### src/rtl/pusch_re_demapper.sv
// PUSCH receive RE demapper: steers allocated FFT bins to the data or DMRS outputs and tracks symbol/slot boundaries.
// Optional PUSCH_RE_DEMAP_ADD_DMRS_EN adds symbol 11 as an extra DMRS position.
module pusch_re_demapper #(
  parameter int WIDTH     = 18,
  parameter int NFFT_LOG2 = 11,
  parameter int N_SYMB    = 14
) (
  input  logic                    clk_i,
  input  logic                    reset_i,
  input  logic                    enable_i,
  input  logic [6:0]              n_rb_i,
  input  logic [NFFT_LOG2-1:0]    n_sc_i,
  input  logic [3:0]              dmrs_symbol_i,
  input  logic signed [WIDTH-1:0] din_r_i,
  input  logic signed [WIDTH-1:0] din_i_i,
  input  logic                    din_valid_i,
  output logic signed [WIDTH-1:0] data_r_o,
  output logic signed [WIDTH-1:0] data_i_o,
  output logic                    data_valid_o,
  output logic signed [WIDTH-1:0] dmrs_r_o,
  output logic signed [WIDTH-1:0] dmrs_i_o,
  output logic                    dmrs_valid_o,
  output logic [3:0]              symbol_idx_o,
  output logic                    slot_done_o,
  output logic                    cfg_err_o
);

  localparam int AW = NFFT_LOG2 + 1;
  // Wide enough that n_sc + 12*n_rb can never wrap during the range check.
  localparam int CW = NFFT_LOG2 + 8;
  localparam logic [CW-1:0] NBINS = CW'(1) << NFFT_LOG2;

  typedef enum logic [1:0] {S_IDLE, S_RUN, S_DONE} state_t;

  state_t                  state_q;
  logic [NFFT_LOG2-1:0]    n_sc_q;
  logic [AW-1:0]           alloc_end_q;
  logic [3:0]              dmrs_sym_q;
  logic [NFFT_LOG2-1:0]    bin_cnt_q;
  logic [3:0]              sym_cnt_q;
  logic                    s1_vld_q;
  logic                    s1_alloc_q;
  logic                    s1_dmrs_q;
  logic signed [WIDTH-1:0] s1_r_q;
  logic signed [WIDTH-1:0] s1_i_q;
  logic [3:0]              s1_sym_q;
  logic                    done_d1_q;

  logic [CW-1:0] cfg_end;
  logic [AW-1:0] alloc_end_d;
  logic          cfg_bad;
  logic          accept;
  logic          in_alloc;
  logic          is_dmrs_sym;
  logic          bin_last;
  logic          sym_last;
  logic          s1_data;
  logic          s1_dmrs;

  assign cfg_end     = CW'(n_sc_i) + CW'(n_rb_i) * CW'(12);
  assign alloc_end_d = cfg_end[AW-1:0];
  assign cfg_bad     = (n_rb_i == 7'd0) || (cfg_end > NBINS) || (dmrs_symbol_i >= 4'(N_SYMB));

  assign accept   = (state_q == S_RUN) && din_valid_i;
  assign in_alloc = (bin_cnt_q >= n_sc_q) && (AW'(bin_cnt_q) < alloc_end_q);
  assign bin_last = (bin_cnt_q == {NFFT_LOG2{1'b1}});
  assign sym_last = (sym_cnt_q == 4'(N_SYMB - 1));

`ifdef PUSCH_RE_DEMAP_ADD_DMRS_EN
  assign is_dmrs_sym = (sym_cnt_q == dmrs_sym_q) || (sym_cnt_q == 4'd11);
`else
  assign is_dmrs_sym = (sym_cnt_q == dmrs_sym_q);
`endif

  assign s1_data = s1_vld_q && s1_alloc_q && !s1_dmrs_q;
  assign s1_dmrs = s1_vld_q && s1_alloc_q && s1_dmrs_q;

  always_ff @(posedge clk_i or posedge reset_i) begin
    if (reset_i) begin
      state_q      <= S_IDLE;
      n_sc_q       <= '0;
      alloc_end_q  <= '0;
      dmrs_sym_q   <= '0;
      bin_cnt_q    <= '0;
      sym_cnt_q    <= '0;
      s1_vld_q     <= 1'b0;
      s1_alloc_q   <= 1'b0;
      s1_dmrs_q    <= 1'b0;
      s1_r_q       <= '0;
      s1_i_q       <= '0;
      s1_sym_q     <= '0;
      done_d1_q    <= 1'b0;
      data_r_o     <= '0;
      data_i_o     <= '0;
      data_valid_o <= 1'b0;
      dmrs_r_o     <= '0;
      dmrs_i_o     <= '0;
      dmrs_valid_o <= 1'b0;
      symbol_idx_o <= '0;
      slot_done_o  <= 1'b0;
      cfg_err_o    <= 1'b0;
    end else begin
      // Capture stage: steering decision travels with the sample.
      s1_vld_q <= accept;
      if (accept) begin
        s1_alloc_q <= in_alloc;
        s1_dmrs_q  <= is_dmrs_sym;
        s1_r_q     <= din_r_i;
        s1_i_q     <= din_i_i;
        s1_sym_q   <= sym_cnt_q;
      end

      data_valid_o <= s1_data;
      dmrs_valid_o <= s1_dmrs;
      if (s1_vld_q) symbol_idx_o <= s1_sym_q;
      if (s1_data) begin
        data_r_o <= s1_r_q;
        data_i_o <= s1_i_q;
      end
      if (s1_dmrs) begin
        dmrs_r_o <= s1_r_q;
        dmrs_i_o <= s1_i_q;
      end

      // Slot-done trails DONE by two edges so it lands after the final RE output.
      done_d1_q   <= (state_q == S_DONE);
      slot_done_o <= done_d1_q;

      case (state_q)
        S_IDLE: begin
          if (enable_i) begin
            if (cfg_bad) begin
              cfg_err_o <= 1'b1;
            end else begin
              cfg_err_o   <= 1'b0;
              n_sc_q      <= n_sc_i;
              alloc_end_q <= alloc_end_d;
              dmrs_sym_q  <= dmrs_symbol_i;
              bin_cnt_q   <= '0;
              sym_cnt_q   <= '0;
              state_q     <= S_RUN;
            end
          end
        end
        S_RUN: begin
          if (din_valid_i) begin
            bin_cnt_q <= bin_cnt_q + NFFT_LOG2'(1);
            if (bin_last) begin
              sym_cnt_q <= sym_cnt_q + 4'd1;
              if (sym_last) state_q <= S_DONE;
            end
          end
        end
        S_DONE:  state_q <= S_IDLE;
        default: state_q <= S_IDLE;
      endcase
    end
  end

endmodule

### config.mk
export PLATFORM = sky130hd
export DESIGN_NAME = pusch_re_demapper
export DESIGN_NICKNAME = d
export VERILOG_FILES = /design/src/rtl/pusch_re_demapper.sv
export SDC_FILE = /design/constraint.sdc
export NUM_CORES = 1
export LEC_CHECK = 0
export ABC_CLOCK_PERIOD_IN_PS = 5100
export CAP_MARGIN = 10
export CORE_UTILIZATION = 57
export CTS_CLUSTER_DIAMETER = 50
export DETAILED_ROUTE_END_ITERATION = 6
export DONT_BUFFER_PORTS = 1
export MAX_ROUTING_LAYER = met4
export PLACE_DENSITY = 0.72
export SLEW_MARGIN = 10
export SYNTH_ARGS = -nofsm -noshare
export SYNTH_HDL_FRONTEND = slang
export SYNTH_SLANG_ARGS = --single-unit
### constraint.sdc
create_clock -name clk_i -period 5.1 [get_ports clk_i]
set_clock_uncertainty 0.05 [all_clocks]
set_input_delay 0.255 -clock clk_i [delete_from_list [all_inputs] [get_ports clk_i]]
set_output_delay 0.255 -clock clk_i [all_outputs]
set_load 0.005 [all_outputs]
After elaboration in Yosys (flattened, before gate mapping)

Index checks and enable logic that the tools add are counted.

Register bits after elaboration: 168
Input bits: 62

Reductions and logical operators: 16
Eq/ne operators: 10
Magnitude comparators: 4
Bitwise logic cells: 1
Multiply operators: 1
Multiplexer cells: 16
$add $sub $neg: 3

Operators with widths:

| operator                                              | count |
|---|---|
| two-way mux 11 bit                                    | 3 |
| one-hot mux 11 bit (2 select lines)                   | 1 |
| two-way mux 4 bit                                     | 4 |
| adder 11 x 11 -> 12 bit                               | 1 |
| greater-than comparator 12 bit, second input constant | 1 |
| < comparator 11 x 12 -> 1 bit                         | 1 |
| adder 11 x 1 -> 11 bit, second input constant         | 1 |
| == test 11 bit, second input constant                 | 1 |
| >= comparator 11 bit                                  | 1 |
| two-way mux 2 bit                                     | 5 |
| != test 2 bit, second input constant                  | 5 |
| AND reduction 5 bit                                   | 2 |
| multiplier 7 x 2 -> 9 bit, second input constant      | 1 |
| one-hot mux 4 bit (2 select lines)                    | 1 |
| logical NOT 7 bit                                     | 1 |
| logical AND 1 bit                                     | 5 |
| adder 4 x 1 -> 4 bit, second input constant           | 1 |
| == test 4 bit                                         | 1 |
| == test 4 bit, second input constant                  | 1 |
| >= comparator 4 bit, second input constant            | 1 |
| one-hot mux 2 bit (2 select lines)                    | 1 |
| AND reduction 4 bit                                   | 1 |
| AND reduction 3 bit                                   | 1 |
| == test 2 x 1 -> 1 bit, second input constant         | 1 |
| other kinds (8)                                       | 9 |

Longest topological paths before layout

Depth in word-level cells: 8
Gate-level depth with buffers: 18
Gate-level depth less buffers: 17

Worst setup path before layout

Ideal clock, no wire load.

Path type: input to register
Start point: input n_rb_i[0]
End point: register n_sc_q[10]
Stages: 14
Required time: 4925 ps
Path slack: 1355 ps
Arrival: 3571 ps
Path through: ha_1 -> fa_1 -> a21o_1 -> a21oi_1 -> xnor2_1 -> ha_1 -> and3_1 -> a221oi_2 -> xor2_1 -> o2111ai_1 -> nor4_4 -> o21a_2 -> buf_6 -> mux2_2

Word-level cells in the longest chain between the ends: 7
Elaborated cells on any way between the ends: 8
Classes of those cells: add/sub: 1; mul: 1; order compare: 1; bitwise: 1; reduce/logical: 4

RTL lines:

| what                             | line | text |
|---|---|---|
| start: declaration               | 11   | `input logic [6:0] n_rb_i,` |
| multiplier 7 x 2 -> 9 bit        | 60   | `assign cfg_end = CW'(n_sc_i) + CW'(n_rb_i) * CW'(12);` |
| adder 11 x 11 -> 12 bit          | 60   |  |
| greater-than comparator 12 bit   | 62   | `assign cfg_bad = (n_rb_i == 7'd0) \|\| (cfg_end > NBINS) \|\| (dmrs_symbol_i >= 4'(N_SYMB));` |
| logical OR 1 bit * (2 in series) | 62   |  |
| NOT 1 bit (no line) *            | -    |  |
| AND reduction 3 bit (no line) *  | -    |  |
| end signal: assignment           | 136  | `n_sc_q <= n_sc_i;` |
| end: declaration                 | 36   | `logic [NFFT_LOG2-1:0] n_sc_q;` |

Mark *: on every way between the ends. The rest lies on a longest branch, timed or not.
A chain may end at the register's enable or synchronous reset.

Final worst setup path

Ends and elaborated chain as after synthesis.

==> results.cfg <==
[clock_tree]
clock_latency_ns = 0.42
max-clock-path-buffers = 2
cts_buffers = 17
h-tree-depth = 4
cts_tree = done
clkSinkCount = 166
cts_resized = 0
clk_pin_slew_ns = 0.06
root_buffer = clkbuf_16
post_cts_buffers = 0

[yosys]
ys_ff_latch = 166
synth-edff-count = 0
synth_warnings = 0
synth_fp_nets = 845
synth_area_um2 = 7700
ys_seq_area_share_pct = 53.95
synth_ff_type = dfrtp_1
ys_types = 51
synth_area_per_cell_um2 = 10.43
netlist_instances = 738
synth-async-reset-ratio_pct = 100.0

[pwr]
powerDensity_nw_per_um2 = 546.5
p_leak_nw = 4.514
ir_drop_uv = 331.6
total_power_w = 0.004911

[timing]
worst-slew-pin-transition_ns = 1.027
slew-limit-headroom_pct = 31.47
finalSetupViolCount = 0
rsz0062_at_grt = no
fin_setup_tns_ns = 0
min_period_ns = 3.868
drv_slew = 0
fmax_mhz = 258.6
period_share_pct = 75.83
hold_violations = 0

[detailed_routing]
dr.pass1.iters = 5
drt_iter0_drc = 361
drtAntennaViolNets = 0
wl_um = 16660
drc_errors = 0
vias = 5450
viasPerCell = 5.573
wire_per_inst_um = 17.03

[run_status]
outcome = complete, no violations

[cells_and_area]
syn2layout_area_growth_pct = 16.72
nNetsFinal = 895
nFillCells = 989
drive_above_1_share_pct = 14.23

[global_routing]
grt_overflow = 0
grt_first_pass_wirelength_um = 27810
grt_max_degree = 98
grt_pass1_vias = 5658
grt.total_usage_pct = 26.14
antenna_found_initial = 1

[critical_path]
critical_path_required_ns = 5.35
critical_path.endpoint_type = flip-flop
critical_path_class = in -> reg
cp.arrival_ns = 4.12
cp_max_fo = 21
start_kind = input pin

[floorplan]
die_h_um = 118.2
start_util_pct = 58.38
coreArea_um2 = 13190
ioPinCount = 142
die_w_um = 118.2
fp.dieArea_um2 = 13980
core.rowCount = 42

[flow_run]
maxCapViolations = 0

[place]
place_hpwl_um = 10970
port_buffers = 0
place.gp.congestion = 0.8608

[min_path]
hold_class = in -> reg
## report_power, final
group	leakage, nW	internal, W	total (W)	switching [W]
logic	2.13	0.000655	0.00141	0.000754
clock network	0.299	0.000767	0.00129	0.000527
registers	2.08	0.00180	0.00221	0.000409
## critical path, cell delays in order
cell       delay, ns
ha_1            0.21
fa_1            0.42
a21o_1          0.20
a21oi_1         0.21
xnor2_1         0.14
ha_1            0.32
and3_1          0.21
a221oi_2        0.33
xor2_1          0.22
o2111ai_1       0.19
nor4_4          0.47
o21a_2          0.53
mux2_2          0.40
## Yosys cell counts, drive strengths merged (3+ instances only)
| cell type | instances | area share (%) |
|---|---|---|
| o21a | 6 | 0.60 |
| buf | 6 | 0.50 |
| nand2 | 241 | 12 |
| o21ai | 18 | 1.2 |
| a21o | 13 | 1.3 |
| xor2 | 4 | 0.45 |
| clkbuf | 20 | 0.97 |
| a21oi | 14 | 0.91 |
| dfrtp | 166 | 54 |
| nand2b | 5 | 0.41 |
| a211oi | 3 | 0.36 |
| a22o | 9 | 1.0 |
| ha | 43 | 7.0 |
| mux2 | 65 | 9.5 |
| and3 | 5 | 0.41 |
| nand3 | 8 | 0.52 |
| mux2i | 3 | 0.39 |
| inv | 34 | 1.7 |
| nor2b | 6 | 0.49 |
| nor2 | 19 | 0.93 |
| nor3 | 5 | 0.32 |
| xnor2 | 11 | 1.3 |
## state kept, by name, indices dropped and copies added (netlist names), 4 cells and up
name,flops
symbol_idx_o,4
dmrs_i_o,18
s1_r_q,18
data_r_o,18
n_sc_q,11
alloc_end_q,10
dmrs_r_o,18
data_i_o,18
sym_cnt_q,4
bin_cnt_q,11
s1_sym_q,4
s1_i_q,18
dmrs_sym_q,4
## path summary, 6_finish.rpt
path | slack (ns) | end | cells past startpoint | from
worst max-delay path | 1.23 | n_sc_q[10] | 13 | n_rb_i[0]
worst min-delay path | 0.08 | cfg_err_o | 3 | enable_i
worst max register to register | 2.16 | sym_cnt_q[2] | 8 | state_q[0]
worst min register to register | 0.30 | slot_done_o | 0 | done_d1_q
max in group asynchronous | 3.13 | n_sc_q[10] | 3 | reset_i
min in group asynchronous | 0.44 | data_i_o[6] | 2 | reset_i
## per-layer routing
metal / wire (um) / global-route usage [%]
met5: 0 / -
met3: 885 / 6.371
met1: 7289 / 32.54
met4: 326 / 9.455
met2: 8153 / 41.65
## stage by stage
stage                     worst slack, ns  instances  utilization (%)  hold slack (ns)  area (um^2)
after CTS                           1.260        977            68.12          0.07335         8985
after global placement             0.9235        893            59.56           0.2814         7856
after global routing                1.001        978            68.14          0.06794         8987
final                               1.232        978            68.14          0.07915         8987
after detailed placement           0.8259        893            59.56           0.2903         7856
after floorplan                    0.3050        738                -           0.2812         7700
## cell families after synthesis
| family | Yosys count | synth area share, % |
|---|---|---|
| xor gates and xnor gates | 15 | 1.706 |
| and+or+nand+nor | 304 | 16.48 |
| AOI/OAI and AO/OA | 80 | 7.329 |
| buffers and inverters | 60 | 3.136 |
| DFF | 166 | 53.95 |
| muxes | 68 | 9.896 |
| adders and majority gates | 45 | 7.507 |
## layout by cell type, fill, tap and decap left out, drive strengths merged, types with 6 or more instances in the layout
| cell | count |
|---|---|
| a21oi | 14 |
| nor2b | 6 |
| a21o | 13 |
| dlygate4sd3 | 52 |
| o21a | 6 |
| nor2 | 19 |
| nand3 | 8 |
| mux2 | 65 |
| inv | 37 |
| o21ai | 18 |
| a22o | 9 |
| nand2 | 241 |
| clkinv | 6 |
| xnor2 | 11 |
| dfrtp | 166 |
| clkbuf | 20 |
| ha | 43 |
## final cells by class
class                   instances  area (um^2)  share of cell area (%)
multi-input cells             512         3312                   36.85
inverters                      34        132.6                   1.476
well taps                     176        220.2                   2.450
flip-flops and latches        166         4154                   46.22
clock inverters                12        141.4                   1.573
diodes                          1        2.502                 0.02784
clock buffers                  20        466.7                   5.193
repair buffers                 57        558.0                   6.209
## repair_timing
item / in CTS / in global routing
hold buffers: 52 / 0
setup endpoints to repair: 0 / 0
hold endpoints to repair: 147 / 0
(Power assumes the default switching activity.)
